==> config.mk <==
export PLATFORM = sky130hd
export DESIGN_NAME = sdram_arbiter_flat
export DESIGN_NICKNAME = d
export VERILOG_FILES = /design/src/rtl/sdram_arbiter_if.sv /design/src/rtl/sdram_arbiter.sv /design/src/flat_wrapper.sv
export SDC_FILE = /design/constraint.sdc
export NUM_CORES = 1
export LEC_CHECK = 0
export BUFFER_PORTS_ARGS = -buffer_cell sky130_fd_sc_hd__buf_2
export CAP_MARGIN = 10
export CORE_ASPECT_RATIO = 0.5
export CORE_MARGIN = 2
export CORE_UTILIZATION = 40
export CTS_BUF_LIST = sky130_fd_sc_hd__clkbuf_16
export CTS_CLUSTER_DIAMETER = 60
export DETAILED_ROUTE_END_ITERATION = 16
export PLACE_DENSITY = 0.79
export SETUP_SLACK_MARGIN = 0.4
export SLEW_MARGIN = 20
export SYNTH_ARGS = -nofsm -noshare
export SYNTH_HDL_FRONTEND = slang
export SYNTH_SLANG_ARGS = --single-unit
==> constraint.sdc <==
create_clock -name clk -period 6.9 [get_ports clk]
set_clock_uncertainty 0.15 [all_clocks]
set_input_delay 0.345 -clock clk [delete_from_list [all_inputs] [get_ports clk]]
set_output_delay 0.345 -clock clk [all_outputs]
set_load 0.01 [all_outputs]
==> src/rtl/sdram_arbiter_if.sv <==
// Controller-side bus between sdram_arbiter and the single-channel sdram controller.
//
// Handshake: rd_req/wr_req rise with address, length and write data already
// stable, and they stay high and unchanged until the controller pulses the
// matching rd_ack/wr_ack for one cycle. The request is dropped on the cycle
// after that ack. rd_rdy is a one-cycle strobe that qualifies rd_data. It has
// no back-pressure, so the arbiter must always accept returned words.
interface sdram_arbiter_if #(
   parameter int XWIDTH = 20,
   parameter int DWIDTH = 16
);
   logic [XWIDTH-1:0] rd_addr;
   logic [3:0]        rd_len;
   logic              rd_req;
   logic              rd_ack;
   logic [DWIDTH-1:0] rd_data;
   logic              rd_rdy;
   logic [XWIDTH-1:0] wr_addr;
   logic [DWIDTH-1:0] wr_data;
   logic [3:0]        wr_len;
   logic              wr_req;
   logic              wr_ack;

   // The arbiter drives requests.
   modport master (
      output rd_addr, rd_len, rd_req, wr_addr, wr_data, wr_len, wr_req,
      input  rd_ack, rd_data, rd_rdy, wr_ack
   );

   // The controller answers with acks and read data.
   modport slave (
      input  rd_addr, rd_len, rd_req, wr_addr, wr_data, wr_len, wr_req,
      output rd_ack, rd_data, rd_rdy, wr_ack
   );
endinterface

==> src/rtl/sdram_arbiter.sv <==
// Round-robin arbiter that shares one sdram controller among NPORTS clients.
// Outstanding read bursts are tracked in a tag FIFO of {port, len} entries.
// Returned words are steered back to the port at the FIFO head.
module sdram_arbiter #(
   parameter int NPORTS   = 4,
   parameter int XWIDTH   = 20,
   parameter int DWIDTH   = 16,
   parameter int TAGDEPTH = 4
) (
   input  logic                     clk,
   input  logic                     reset_n,
   input  logic [NPORTS-1:0]        p_req,
   input  logic [NPORTS-1:0]        p_we,
   input  logic [NPORTS*XWIDTH-1:0] p_addr,
   input  logic [NPORTS*4-1:0]      p_len,
   input  logic [NPORTS*DWIDTH-1:0] p_wdata,
   output logic [NPORTS-1:0]        p_ack,
   output logic [DWIDTH-1:0]        p_rdata,
   output logic [NPORTS-1:0]        p_rdy,
   output logic                     tag_err,
   output logic [1:0]               dbg_state_o,
   sdram_arbiter_if.master          ctl
);
   localparam int IW = $clog2(NPORTS);
   localparam int TW = $clog2(TAGDEPTH);
   localparam int CW = TW + 1;

   typedef enum logic [1:0] {
      S_IDLE  = 2'd0,
      S_ISSUE = 2'd1,
      S_DONE  = 2'd2
   } state_t;

   state_t state_q, state_d;

   // Per-port views of the packed client buses.
   logic [XWIDTH-1:0] addr_arr  [NPORTS];
   logic [3:0]        len_arr   [NPORTS];
   logic [DWIDTH-1:0] wdata_arr [NPORTS];

   // Arbitration and the latched request.
   logic [NPORTS-1:0] elig;
   logic [IW-1:0]     win;
   logic              win_vld;
   logic              grant;
   logic              ack_hit;
   logic [IW-1:0]     last_q, gnt_q;
   logic              we_q;
   logic [XWIDTH-1:0] addr_q;
   logic [3:0]        len_q;
   logic [DWIDTH-1:0] wdata_q;
   logic              rd_req_q, wr_req_q;
   logic [NPORTS-1:0] p_ack_q;

   // Tag FIFO and read return path.
   logic [IW-1:0]     tag_port_q [TAGDEPTH];
   logic [3:0]        tag_len_q  [TAGDEPTH];
   logic [TW-1:0]     wr_ptr_q, rd_ptr_q;
   logic [CW-1:0]     cnt_q;
   logic [4:0]        rem_q, rem_eff, rem_dec;
   logic              head_ld_q;
   logic              tags_free;
   logic              push, pop, rdy_hit;
   logic [NPORTS-1:0] p_rdy_q;
   logic [DWIDTH-1:0] p_rdata_q;
   logic              tag_err_q;

   // Unpack the per-port client buses.
   always_comb begin
      for (int i = 0; i < NPORTS; i++) begin
         addr_arr[i]  = p_addr[i*XWIDTH +: XWIDTH];
         len_arr[i]   = p_len[i*4 +: 4];
         wdata_arr[i] = p_wdata[i*DWIDTH +: DWIDTH];
      end
   end

   // Writes are always eligible. Reads must wait for a free tag slot.
   assign tags_free = (cnt_q < CW'(TAGDEPTH));
   assign elig      = p_req & (p_we | {NPORTS{tags_free}});

   // Round-robin search. The search starts one past the last granted port.
   always_comb begin
      logic [IW-1:0] idx;
      win     = '0;
      win_vld = 1'b0;
      idx     = '0;
      for (int i = 1; i <= NPORTS; i++) begin
         idx = IW'((int'(last_q) + i) % NPORTS);
         if (!win_vld && elig[idx]) begin
            win_vld = 1'b1;
            win     = idx;
         end
      end
   end

   // Next-state logic and the grant/ack strobes.
   always_comb begin
      state_d = state_q;
      grant   = 1'b0;
      ack_hit = 1'b0;
      case (state_q)
         S_IDLE: begin
            if (win_vld) begin
               grant   = 1'b1;
               state_d = S_ISSUE;
            end
         end
         S_ISSUE: begin
            ack_hit = we_q ? ctl.wr_ack : ctl.rd_ack;
            if (ack_hit) state_d = S_DONE;
         end
         S_DONE:  state_d = S_IDLE;
         default: state_d = S_IDLE;
      endcase
   end

   // FSM state register.
   always_ff @(posedge clk or negedge reset_n) begin
      if (!reset_n) state_q <= S_IDLE;
      else          state_q <= state_d;
   end

   // Latch the winner on grant, hold the controller request until ack, then pulse p_ack.
   always_ff @(posedge clk or negedge reset_n) begin
      if (!reset_n) begin
         last_q   <= IW'(NPORTS - 1);
         gnt_q    <= '0;
         we_q     <= 1'b0;
         addr_q   <= '0;
         len_q    <= '0;
         wdata_q  <= '0;
         rd_req_q <= 1'b0;
         wr_req_q <= 1'b0;
         p_ack_q  <= '0;
      end else begin
         p_ack_q <= '0;
         if (grant) begin
            gnt_q    <= win;
            last_q   <= win;
            we_q     <= p_we[win];
            addr_q   <= addr_arr[win];
            len_q    <= len_arr[win];
            wdata_q  <= wdata_arr[win];
            rd_req_q <= !p_we[win];
            wr_req_q <= p_we[win];
         end
         if (ack_hit) begin
            rd_req_q <= 1'b0;
            wr_req_q <= 1'b0;
            p_ack_q  <= NPORTS'(1) << gnt_q;
         end
      end
   end

   // Head bookkeeping. Before the remaining count is loaded, the head length is used directly.
   // This lets a word that arrives right after a push or pop count correctly.
   always_comb begin
      rem_eff = head_ld_q ? rem_q : ({1'b0, tag_len_q[rd_ptr_q]} + 5'd1);
      rem_dec = rem_eff - 5'd1;
      rdy_hit = ctl.rd_rdy && (cnt_q != '0);
      pop     = rdy_hit && (rem_dec == 5'd0);
      push    = ack_hit && !we_q;
   end

   // Tag storage. Emptiness comes from the pointers and count, so the entries need no reset.
   always_ff @(posedge clk) begin
      if (push) begin
         tag_port_q[wr_ptr_q] <= gnt_q;
         tag_len_q[wr_ptr_q]  <= len_q;
      end
   end

   // Tag FIFO pointers, head remaining count, read steering and the sticky error flag.
   always_ff @(posedge clk or negedge reset_n) begin
      if (!reset_n) begin
         wr_ptr_q  <= '0;
         rd_ptr_q  <= '0;
         cnt_q     <= '0;
         rem_q     <= '0;
         head_ld_q <= 1'b0;
         p_rdy_q   <= '0;
         p_rdata_q <= '0;
         tag_err_q <= 1'b0;
      end else begin
         p_rdy_q <= '0;
         if (push) wr_ptr_q <= wr_ptr_q + 1'b1;
         if (pop)  rd_ptr_q <= rd_ptr_q + 1'b1;
         if (push && !pop)      cnt_q <= cnt_q + 1'b1;
         else if (pop && !push) cnt_q <= cnt_q - 1'b1;

         if (rdy_hit) begin
            p_rdy_q   <= NPORTS'(1) << tag_port_q[rd_ptr_q];
            p_rdata_q <= ctl.rd_data;
            if (pop) begin
               head_ld_q <= 1'b0;
            end else begin
               rem_q     <= rem_dec;
               head_ld_q <= 1'b1;
            end
         end else if ((cnt_q != '0) && !head_ld_q) begin
            rem_q     <= rem_eff;
            head_ld_q <= 1'b1;
         end

         // Data with no owner is dropped, and the error is remembered until reset.
         if (ctl.rd_rdy && (cnt_q == '0)) tag_err_q <= 1'b1;
      end
   end

   assign ctl.rd_addr = addr_q;
   assign ctl.rd_len  = len_q;
   assign ctl.rd_req  = rd_req_q;
   assign ctl.wr_addr = addr_q;
   assign ctl.wr_data = wdata_q;
   assign ctl.wr_len  = len_q;
   assign ctl.wr_req  = wr_req_q;

   assign p_ack       = p_ack_q;
   assign p_rdy       = p_rdy_q;
   assign p_rdata     = p_rdata_q;
   assign tag_err     = tag_err_q;
   assign dbg_state_o = state_q;
endmodule

==> src/flat_wrapper.sv <==
// flat-port wrapper written by rule: the top's interface ports become plain ports
module sdram_arbiter_flat 
#(
   parameter int NPORTS   = 4,
   parameter int XWIDTH   = 20,
   parameter int DWIDTH   = 16,
   parameter int TAGDEPTH = 4
)
  (clk, reset_n, p_req, p_we, p_addr, p_len, p_wdata, p_ack, p_rdata, p_rdy, tag_err, dbg_state_o, ctl_rd_addr, ctl_rd_len, ctl_rd_req, ctl_wr_addr, ctl_wr_data, ctl_wr_len, ctl_wr_req, ctl_rd_ack, ctl_rd_data, ctl_rd_rdy, ctl_wr_ack);
  sdram_arbiter_if #(.XWIDTH(XWIDTH), .DWIDTH(DWIDTH)) ctl_i ();
  input  logic clk;
  input  logic reset_n;
  input  logic [NPORTS-1:0] p_req;
  input  logic [NPORTS-1:0] p_we;
  input  logic [NPORTS*XWIDTH-1:0] p_addr;
  input  logic [NPORTS*4-1:0] p_len;
  input  logic [NPORTS*DWIDTH-1:0] p_wdata;
  output logic [NPORTS-1:0] p_ack;
  output logic [DWIDTH-1:0] p_rdata;
  output logic [NPORTS-1:0] p_rdy;
  output logic tag_err;
  output logic [1:0] dbg_state_o;
  output wire logic [$bits(ctl_i.rd_addr)-1:0] ctl_rd_addr;
  output wire logic [$bits(ctl_i.rd_len)-1:0] ctl_rd_len;
  output wire logic [$bits(ctl_i.rd_req)-1:0] ctl_rd_req;
  output wire logic [$bits(ctl_i.wr_addr)-1:0] ctl_wr_addr;
  output wire logic [$bits(ctl_i.wr_data)-1:0] ctl_wr_data;
  output wire logic [$bits(ctl_i.wr_len)-1:0] ctl_wr_len;
  output wire logic [$bits(ctl_i.wr_req)-1:0] ctl_wr_req;
  input wire logic [$bits(ctl_i.rd_ack)-1:0] ctl_rd_ack;
  input wire logic [$bits(ctl_i.rd_data)-1:0] ctl_rd_data;
  input wire logic [$bits(ctl_i.rd_rdy)-1:0] ctl_rd_rdy;
  input wire logic [$bits(ctl_i.wr_ack)-1:0] ctl_wr_ack;
  assign ctl_rd_addr = ctl_i.rd_addr;
  assign ctl_rd_len = ctl_i.rd_len;
  assign ctl_rd_req = ctl_i.rd_req;
  assign ctl_wr_addr = ctl_i.wr_addr;
  assign ctl_wr_data = ctl_i.wr_data;
  assign ctl_wr_len = ctl_i.wr_len;
  assign ctl_wr_req = ctl_i.wr_req;
  assign ctl_i.rd_ack = ctl_rd_ack;
  assign ctl_i.rd_data = ctl_rd_data;
  assign ctl_i.rd_rdy = ctl_rd_rdy;
  assign ctl_i.wr_ack = ctl_wr_ack;
  sdram_arbiter #(.NPORTS(NPORTS), .XWIDTH(XWIDTH), .DWIDTH(DWIDTH), .TAGDEPTH(TAGDEPTH)) u_core (.clk(clk), .reset_n(reset_n), .p_req(p_req), .p_we(p_we), .p_addr(p_addr), .p_len(p_len), .p_wdata(p_wdata), .p_ack(p_ack), .p_rdata(p_rdata), .p_rdy(p_rdy), .tag_err(tag_err), .dbg_state_o(dbg_state_o), .ctl(ctl_i));
endmodule
==> metrics.yaml <==
cells_and_area:
  final_util_pct: 51.78
  synthToLayoutAreaGrowth_pct: 26.89
  antennaDiodeCount: 0
  final_layout_size_suffix_gt1_share_pct: 44.27
  num-nets-final: 1013
  fillers: 1363
  mostFrequentLayoutCells: "buf_2, nand2_1, mux2i_1"
  final_common_cell: "buf_2"
  finalInstanceArea_um2: 7940
flow_run:
  cap_violations: 0
logic_synthesis:
  synthArstFlopShare_pct: 78.38
  synthMuxAreaShare_pct: 25.13
  ys_warn_count: 0
  synthSimpleGateAreaFrac_pct: 10.62
  synth.distinct_cells: 55
  yosysSeqAreaShare_pct: 46.35
  synth-xor-area-share_pct: 1.680
  ys_seq_elements: 111
  synth_ff_type: "dfrtp_1"
  syn_area_per_cell_um2: 10.79
  synth_edf_count: 24
  syn_area_um2: 6257
  synthAdderAreaFrac_pct: 1.920
  syn_inst: 580
  synth_compound_area_share_pct: 8.258
  synth_top_family_by_area: "multiplexers"
  synthesis.nets: 778
power_and_ir_drop:
  p_per_area_nw_per_um2: 468.3
  power.share.clock_pct: 13.5
  leakage_nw: 3.957
  power_frac_seq_pct: 31.5
  swShare_pct: 41.35
  power.internal_w: 0.002181
  switchingPower_w: 0.001537
  pwr-share-comb_pct: 54.9
  ir_worst_vdd_mv: 0.2914
clock_network:
  ctsLongestPathBuffers: 2
  clk_latency_ns: 0.35
  cts_setup_buffers: 0
  cts_root_buf: "clkbuf_16"
  cts_inserted_buffers: 9
  clk_pin_slew_ns: 0.08
  cts_tree: "built"
  clock-sinks: 111
  cts-htree-levels: 3
worst_setup_path:
  required_ns: 6.99
  endpoint_kind: "flip-flop"
  crit_arrival_ns: 4.02
  cp_max_fo: 8
  startpoint_type: "flip-flop"
  criticalPathCategory: "reg -> reg"
timing:
  hold_viol: 0
  rsz0062_at_grt: "no"
  min_period_ns: 3.936
  finalHoldWorstSlack_ns: 0.03630
  worst_pin_slew_ns: 1.050
  setup_viol: 0
  min_period_over_period_pct: 57.04
  slew_headroom_pct: 30.01
  fin_setup_tns_ns: 0
  max_freq_mhz: 254.1
  slew_violations: 0
floorplanning:
  num_io_pins: 282
  num_rows: 32
  core_um2: 15330
  start_util_pct: 40.80
  dieArea_um2: 16720
  fp.dieW_um: 180.9
  die-height_um: 92.44
outcome:
  status: "finished, final reports clean"
detailed_routing:
  via_per_inst: 4.901
  drt-wirelength-per-cell_um: 14.89
  vias: 5019
  drc: 0
  drtAntennaViolNets: 0
  dr.pass1.iters: 4
  drt-initial-drc-count: 255
  drt_wl_total_mm: 15.25
hold_path:
  hold_path_class: "in -> reg"
grt:
  grt_pass1_vias: 4857
  antenna_found_initial: 0
  gr-usage-all-layers_pct: 17.87
  overflow: 0
  grt_pass1_wl_mm: 24.21
  grt_max_degree: 87
placement:
  gp_congestion: 0.8273
  hpwl_mm: 11.58
  placed_area_um2: 7637
  port_buffers: 281
-- worst max-delay path: stages (launching register included) --
cell     delay [ns]
dfrtp_1        0.62
mux4_2         0.64
ha_1           0.34
mux2_2         0.29
inv_1          0.13
ha_1           0.32
nand3_1        0.11
o31ai_1        0.10
nand2_1        0.14
ha_1           0.24
inv_1          0.07
fa_1           0.41
mux2_2         0.27
-- sequential cells by signal, summed over array words and instances (netlist names), 3 cells and up --
| register | cells |
|---|---|
| u_core.ctl.wr_data | 16 |
| u_core.p_ack | 4 |
| u_core.tag_len_q | 16 |
| u_core.cnt_q | 3 |
| u_core.tag_port_q | 8 |
| u_core.p_rdata | 16 |
| u_core.p_rdy | 4 |
| u_core.ctl.rd_addr | 20 |
| u_core.ctl.rd_len | 4 |
| u_core.rem_q | 5 |
-- per-layer routing --
| metal | routed length, um | GRT usage (%) | up-vias |
|---|---|---|---|
| met5 | 0 | 0 | - |
| met4 | 125 | 3.360 | 0 |
| met3 | 737 | 3.500 | 13 |
| met2 | 7811 | 31.31 | 122 |
| met1 | 6574 | 23.31 | 2395 |
| li1 | - | - | 2489 |
-- layout make-up --
class | count | area, um^2 | area share [%]
flip-flops and latches | 111 | 2900 | 36.53
well taps | 204 | 255.2 | 3.215
clock inverters | 7 | 67.56 | 0.8509
multi-input cells | 398 | 3000 | 37.79
clock buffers | 9 | 225.2 | 2.836
repair buffers | 285 | 1454 | 18.31
inverters | 10 | 37.54 | 0.4727
-- power by group through the flow --
stage / sequential [W] / combinational, W / clock, W
2_1_floorplan: 0.00118 / 0.00155 / 0
3_3_place_gp: 0.00116 / 0.00200 / 0
3_5_place_dp: 0.00118 / 0.00206 / 0
4_1_cts: 0.00118 / 0.00207 / 0.000519
5_1_grt: 0.00121 / 0.00225 / 0.000548
6_report: 0.00117 / 0.00204 / 0.000502
-- repair_timing --
| action | CTS | global route |
|---|---|---|
| hold buffers | 1 | 0 |
| hold endpoints to repair | 40 | 0 |
| resized for setup | 0 | 0 |
-- Yosys cell counts, drive strengths merged (3+ instances only) --
| cell type | instances | share of area (%) |
|---|---|---|
| inv | 10 | 0.60 |
| and2 | 4 | 0.40 |
| xnor2 | 9 | 1.3 |
| buf | 37 | 4.0 |
| dfrtp | 85 | 34 |
| nand2b | 4 | 0.40 |
| mux4 | 6 | 2.2 |
| mux2 | 45 | 8.1 |
| xor2 | 3 | 0.42 |
| a21o | 3 | 0.36 |
| edfxtp | 24 | 12 |
| and3 | 3 | 0.38 |
| nand3 | 5 | 0.40 |
| a2bb2oi | 3 | 0.42 |
| clkbuf | 24 | 1.4 |
| ha | 8 | 1.6 |
| nor4 | 3 | 0.30 |
| nand2 | 101 | 6.1 |
| a21oi | 7 | 0.56 |
| mux2i | 93 | 15 |
| nor3 | 5 | 0.48 |
| nor2 | 15 | 0.90 |
| nor3b | 3 | 0.36 |
| o21ai | 49 | 3.9 |
-- logic make-up (layout without fill, tap and decap cells) --
group	count (synthesis)	after routing
adders and majority gates	9	9
and+or+nand+nor	151	151
muxes	144	144
buffers and inverters	71	311
DFF	111	111
xor gates and xnor gates	12	12
AOI/OAI and AO/OA	82	82
-- path summary, 6_finish.rpt --
path	depth (start not counted)	startpoint	slack (ns)	end
min in group asynchronous	2	reset_n	0.36	u_core.p_rdata[7]$_DFFE_PN0P_
max reg2reg	12	u_core.rd_ptr_q[0]$_DFFE_PN0P_	2.96	u_core.cnt_q[1]$_DFFE_PN0P_
min reg2reg	1	u_core.tag_err$_DFFE_PN0P_	0.32	u_core.tag_err$_DFFE_PN0P_
max in group asynchronous	3	reset_n	5.22	u_core.wr_ptr_q[1]$_DFFE_PN0P_
max	12	u_core.rd_ptr_q[0]$_DFFE_PN0P_	2.96	u_core.cnt_q[1]$_DFFE_PN0P_
min	3	ctl_rd_data[6]	0.04	u_core.p_rdata[6]$_DFFE_PN0P_
-- through the flow --
stage | total power [W] | setup slack [ns] | std cells
2_1_floorplan | 0.002731 | 3.338 | 580
3_3_place_gp | 0.003166 | 3.146 | 1007
3_5_place_dp | 0.003245 | 2.981 | 1007
4_1_cts | 0.003764 | 2.925 | 1024
5_1_grt | 0.004011 | 2.742 | 1024
6_report | 0.003718 | 2.964 | 1024
Power figures use the tool's default switching activity.
